<file path="src/rtl/rptr_level_ctrl.sv">
// Read-side pointer controller for an async FIFO: synchronises the write gray pointer,
// tracks the read pointer, and produces empty/level/underflow in standard or FWFT mode.
module rptr_level_ctrl #(
    parameter int PTR_WIDTH   = 4,
    parameter int SYNC_STAGES = 2,
    parameter int AE_THRESH   = 2,
    parameter bit FWFT        = 1'b0
) (
    input  logic               rclk,
    input  logic               r_rstn,
    input  logic               re,
    input  logic [PTR_WIDTH:0] g_wptr,
    output logic [PTR_WIDTH:0] b_rptr,
    output logic [PTR_WIDTH:0] g_rptr,
    output logic               mem_re,
    output logic               rvalid,
    output logic               empty,
    output logic               almost_empty,
    output logic [PTR_WIDTH:0] rd_level,
    output logic               underflow
);
    localparam int PW1 = PTR_WIDTH + 1;
    localparam logic [PTR_WIDTH:0] AE_LEVEL = PW1'(AE_THRESH);

    logic [PTR_WIDTH:0] sync_reg [SYNC_STAGES];
    logic [PTR_WIDTH:0] g_wptr_s;
    logic [PTR_WIDTH:0] b_wptr_s;

    logic [PTR_WIDTH:0] b_rptr_reg, b_rptr_next;
    logic [PTR_WIDTH:0] g_rptr_reg, g_rptr_next;
    logic [PTR_WIDTH:0] level_reg, level_next;
    logic               rvalid_reg, rvalid_next;
    logic               empty_reg, empty_next;
    logic               ae_reg, ae_next;
    logic               underflow_reg, underflow_next;

    always_ff @(posedge rclk or negedge r_rstn) begin
        if (!r_rstn) begin
            for (int i = 0; i < SYNC_STAGES; i++) begin
                sync_reg[i] <= '0;
            end
        end else begin
            sync_reg[0] <= g_wptr;
            for (int i = 1; i < SYNC_STAGES; i++) begin
                sync_reg[i] <= sync_reg[i-1];
            end
        end
    end

    assign g_wptr_s = sync_reg[SYNC_STAGES-1];

    // Each binary bit is the XOR of all gray bits at and above it.
    generate
        for (genvar gi = 0; gi <= PTR_WIDTH; gi++) begin : g_gray2bin
            assign b_wptr_s[gi] = ^g_wptr_s[PTR_WIDTH:gi];
        end
    endgenerate

    always_comb begin
        mem_re      = 1'b0;
        b_rptr_next = b_rptr_reg;
        rvalid_next = rvalid_reg;
        g_rptr_next = g_rptr_reg;
        level_next  = level_reg;
        empty_next  = empty_reg;
        if (FWFT) begin
            // Prefetch whenever the output register is free or being consumed.
            mem_re      = (g_rptr_reg != g_wptr_s) & (~rvalid_reg | re);
            rvalid_next = mem_re ? 1'b1 : (re ? 1'b0 : rvalid_reg);
            b_rptr_next = b_rptr_reg + {{PTR_WIDTH{1'b0}}, mem_re};
            g_rptr_next = b_rptr_next ^ (b_rptr_next >> 1);
            level_next  = (b_wptr_s - b_rptr_next) + {{PTR_WIDTH{1'b0}}, rvalid_next};
            empty_next  = ~rvalid_next;
        end else begin
            mem_re      = re & ~empty_reg;
            rvalid_next = mem_re;
            b_rptr_next = b_rptr_reg + {{PTR_WIDTH{1'b0}}, mem_re};
            g_rptr_next = b_rptr_next ^ (b_rptr_next >> 1);
            level_next  = b_wptr_s - b_rptr_next;
            empty_next  = (g_rptr_next == g_wptr_s);
        end
        ae_next        = (level_next <= AE_LEVEL);
        underflow_next = re & empty_reg;
    end

    always_ff @(posedge rclk or negedge r_rstn) begin
        if (!r_rstn) begin
            b_rptr_reg    <= '0;
            g_rptr_reg    <= '0;
            level_reg     <= '0;
            rvalid_reg    <= 1'b0;
            empty_reg     <= 1'b1;
            ae_reg        <= 1'b1;
            underflow_reg <= 1'b0;
        end else begin
            b_rptr_reg    <= b_rptr_next;
            g_rptr_reg    <= g_rptr_next;
            level_reg     <= level_next;
            rvalid_reg    <= rvalid_next;
            empty_reg     <= empty_next;
            ae_reg        <= ae_next;
            underflow_reg <= underflow_next;
        end
    end

    assign b_rptr       = b_rptr_reg;
    assign g_rptr       = g_rptr_reg;
    assign rvalid       = rvalid_reg;
    assign empty        = empty_reg;
    assign almost_empty = ae_reg;
    assign rd_level     = level_reg;
    assign underflow    = underflow_reg;

endmodule
</file>
<file path="config.mk">
export PLATFORM = sky130hd
export DESIGN_NAME = rptr_level_ctrl
export DESIGN_NICKNAME = d
export VERILOG_FILES = /design/src/rtl/rptr_level_ctrl.sv
export SDC_FILE = /design/constraint.sdc
export NUM_CORES = 1
export LEC_CHECK = 0
export CAP_MARGIN = 10
export CORE_MARGIN = 2
export CORE_UTILIZATION = 48
export CTS_CLUSTER_SIZE = 28
export DETAILED_ROUTE_END_ITERATION = 8
export MAX_ROUTING_LAYER = met4
export PLACE_DENSITY = 0.77
export SLEW_MARGIN = 20
export SYNTH_ARGS = -nofsm -noshare
export SYNTH_HDL_FRONTEND = slang
export SYNTH_SLANG_ARGS = --single-unit
</file>
<file path="constraint.sdc">
create_clock -name rclk -period 3.26 [get_ports rclk]
set_input_delay 0.652 -clock rclk [delete_from_list [all_inputs] [get_ports rclk]]
set_output_delay 0.652 -clock rclk [all_outputs]
set_load 0.005 [all_outputs]
</file>
==> summary.md <==
The run finished with clean final reports. The mean routed wirelength per cell is 13.6 um, and the area occupied by multi-input gates is 489 sq um. The synthesized design contains 0 enable-type register cells. The worst setup path is launched from a primary input. After synthesis, the cell types taking the most area are dfrtp_1 53%, xor2_1 8.5%, xnor2_1 7.1%, ha_1 6.1%, dfstp_2 4.3%. The logic gate share of total power is 0.584. The internal portion of the total power is 1.16 mW. The post-placement cell area is 1560 sq um, and the fraction of post-synthesis cell area in the top cell type by area is 0.528.

After global routing the overflow that remains totals 0. The worst setup path is captured at a flop. In this run the power spent charging and discharging nets is 0.647 mW. The total of fill cells in the finished design was 180; the maximum clock path buffer count was 2. Before antenna repair, the detailed router went through 3 iterations.

The worst setup path is of the primary input to flop kind. Most common cell in the synthesized netlist: dfrtp_1. Dividing the detail-routed via count by the number of cells gives 4.91. The clock sink count came out at 28.

Fraction of the cycle the final worst path needs: 0.914. Measured along the y axis, the die boundary spans 54.6 um. The logs give 28 for the number of ports placed on the die boundary and 0.180 for the total global-route track usage.

The total detailed-routing wirelength is 2100 um, and the hold buffer count at cts is 0. The tightest min-delay check is of the flop to flop type. The first-pass GRT wire length was 3530 um; the clock latency on the worst-skew pair was 0.32 ns. The power density relative to cell area was 1120 nW/um^2; the highest fanout seen on the critical path was 3.

Dividing the synthesized area by the synthesized cell count gives 13.5 sq um. The post-route cell area was 1610 sq um; the number of buffers added by the clock tree synthesis step was 3. After routing, the total negative slack on setup checks comes to 0 ns.

The tools report the via count of the first global-routing pass as 769. The wire-length estimate of the detail-placed layout is 1590 um. The fraction of synthesis flops using an asynchronous set or reset pin is 1.00, and the final setup violation count is 0. The number of nets at the end of the flow is 139.

The detailed router finished its first iteration with 5 violations. The logs give 0.654 for the remaining max-slew budget at the tightest pin and 29 for the pin count of the biggest net entering global routing. The die covers 2990 sq um. The worst path in the final design needs a cycle of 2.98 ns, including I/O delays and setup. The arrival time of the worst setup path was 3.24 ns; the overall power was 1.81 mW. The run gives 756 as the number of vias after detailed routing.

The die is 54.6 um wide. Proportion of power drawn by flip-flops and latches: 0.293. The tools report the number of hold violations in the final report as 0.

The highest attainable clock frequency was 0.335 GHz. Across the routed clock network, the largest skew measured is 0.00449 ns. TritonCTS built the clock tree. The sequential element share of the synthesized area is 0.571.

The initial core utilization came out at 0.502. For the distinct cell type count of the synthesized netlist, the log shows 27. Synthesis produced a netlist whose cell count is 91. In this run the cell area of the synthesized design comes to 1230 sq um. The area overhead of the layout relative to synthesis was 30.7%; the number of gates resized after CTS was 0. The leakage power figure came out at 0.727 nW. Core area: 2450 sq um. The number of nets handed over by synthesis was 105. The logs give 0 for the number of max-slew violations in the final report and 0 for the diode insertion count for antenna repair. In this run the post-CTS setup repair buffer count came out at 0. The sequential cells in the finished layout cover a total of 703 sq um. The clock root buffer is clkbuf_4.

For this run, the leading register cell type out of synthesis is dfrtp_1. The maximum vdd drop is 0.711 mV, and the data required time at the worst endpoint is 3.52 ns. Port buffering added 27 buffers. The max-cap check violation count was 0; the ratio of cells with drive above 1 in the final layout was 0.121. For the number of remaining DRC errors, the log shows 0.

The clock network power share came out at 0.122. The run gives 0 as the count of antenna-violating nets left after detailed routing. Routability-driven placement finished with a final weighted congestion of 0.792. The proportion of total power due to net switching is 0.358.

The tools report the count of yosys warnings during synthesis as 0. Number of antenna violations at the first check in global routing: 0. Setup repair after global routing left no endpoint under its margin. The floorplan has 18 rows. Ranked by instance count, the synthesized netlist is headed by 26 x dfrtp_1, 12 x xor2_1, 10 x xnor2_1. The register bit total from synthesis is 28, and the total number of H-tree levels is 1. The largest total area in the synthesized netlist belongs to dfrtp_1. The transition time of the tightest slew-check pin was 0.515 ns; the clock-pin slew reported for the worst setup and hold paths after clock tree synthesis was 0.14 ns.
critical path, stage by stage:
cell	delay [ns]
clkdlybuf4s50_1	0.49
nor2b_1	0.24
ha_1	0.22
nand3_1	0.13
xor2_1	0.19
ha_1	0.34
a21oi_1	0.41
xnor2_1	0.14
nor3_1	0.17
a31oi_1	0.08
a31oi_1	0.17
area by class of cell:
cell class,instances,area share
inverter,7,0.0163
clock inverter,1,0.0187
timing repair buffer,31,0.187
clock buffer,3,0.0140
sequential,28,0.437
multi-input combinational,54,0.304
tap,30,0.0233
final timing paths:
path / start / to / slack [ns] / cells past startpoint
max: re / almost_empty / 0.28 / 11
max in group asynchronous: r_rstn / almost_empty / 2.28 / 2
min reg2reg: sync_reg[7] / g_wptr_s[2] / 0.36 / 0
max reg2reg: empty / almost_empty / 0.71 / 11
min in group asynchronous: r_rstn / g_rptr[1] / 0.69 / 2
min: sync_reg[7] / g_wptr_s[2] / 0.36 / 0
logic make-up (layout without fill, tap and decap cells):
kind of cell / after synthesis / in the layout / synth area share
flip-flops: 28 / 28 / 0.571
adder cells (fa/ha/maj): 7 / 7 / 0.0691
multiplexers: 1 / 1 / 0.00813
buffers and inverters: 9 / 42 / 0.0315
AO/OA/AOI/OAI: 6 / 6 / 0.0447
XOR/XNOR: 25 / 25 / 0.204
AND/OR/NAND/NOR: 15 / 15 / 0.0711
routing by layer:
layer	GRT usage	share of wire	routed length, um
met1	0.218	0.42	880
met3	0.0246	0.032	66
met5	-	0	0
met4	0.100	0.025	52
met2	0.288	0.52	1100
power groups by stage:
stage / combinational [mW] / clock [mW] / sequential [mW]
2_1_floorplan: 0.652 / 0 / 0.544
3_3_place_gp: 1.02 / 0 / 0.533
3_5_place_dp: 1.05 / 0 / 0.541
4_1_cts: 1.07 / 0.228 / 0.532
5_1_grt: 1.17 / 0.245 / 0.544
6_report: 1.06 / 0.221 / 0.530
cells in the final DEF, fill, tap and decap left out:
master and n:
a21oi_1 1, a31oi_1 2, and2_1 1, and3_1 1, buf_4 4, bufinv_16 1, clkbuf_4 3, clkdlybuf4s50_1 27
dfrtp_1 26, dfstp_2 2, ha_1 6, inv_1 7, maj3_1 1, mux2i_1 1, nand2_1 2, nand2b_4 1
nand3_1 3, nand4_1 1, nor2_1 1, nor2b_1 2, nor3_1 2, o2111a_1 1, o21bai_1 1, o21bai_4 1
or3_1 1, xnor2_1 10, xnor2_2 2, xnor3_4 1, xor2_1 12
metrics by stage:
stage / hold slack, ns / setup slack (ns) / cells / utilization
CTS: 0.371 / 0.302 / 154 / 0.655
detailed placement: 0.336 / -0.0231 / 150 / 0.634
finish: 0.365 / 0.279 / 154 / 0.655
global placement: 0.333 / 0.148 / 150 / 0.634
global route: 0.376 / 0.102 / 154 / 0.655
floorplan: 0.331 / 0.463 / 91 / -
Power figures use the tool's default switching activity.
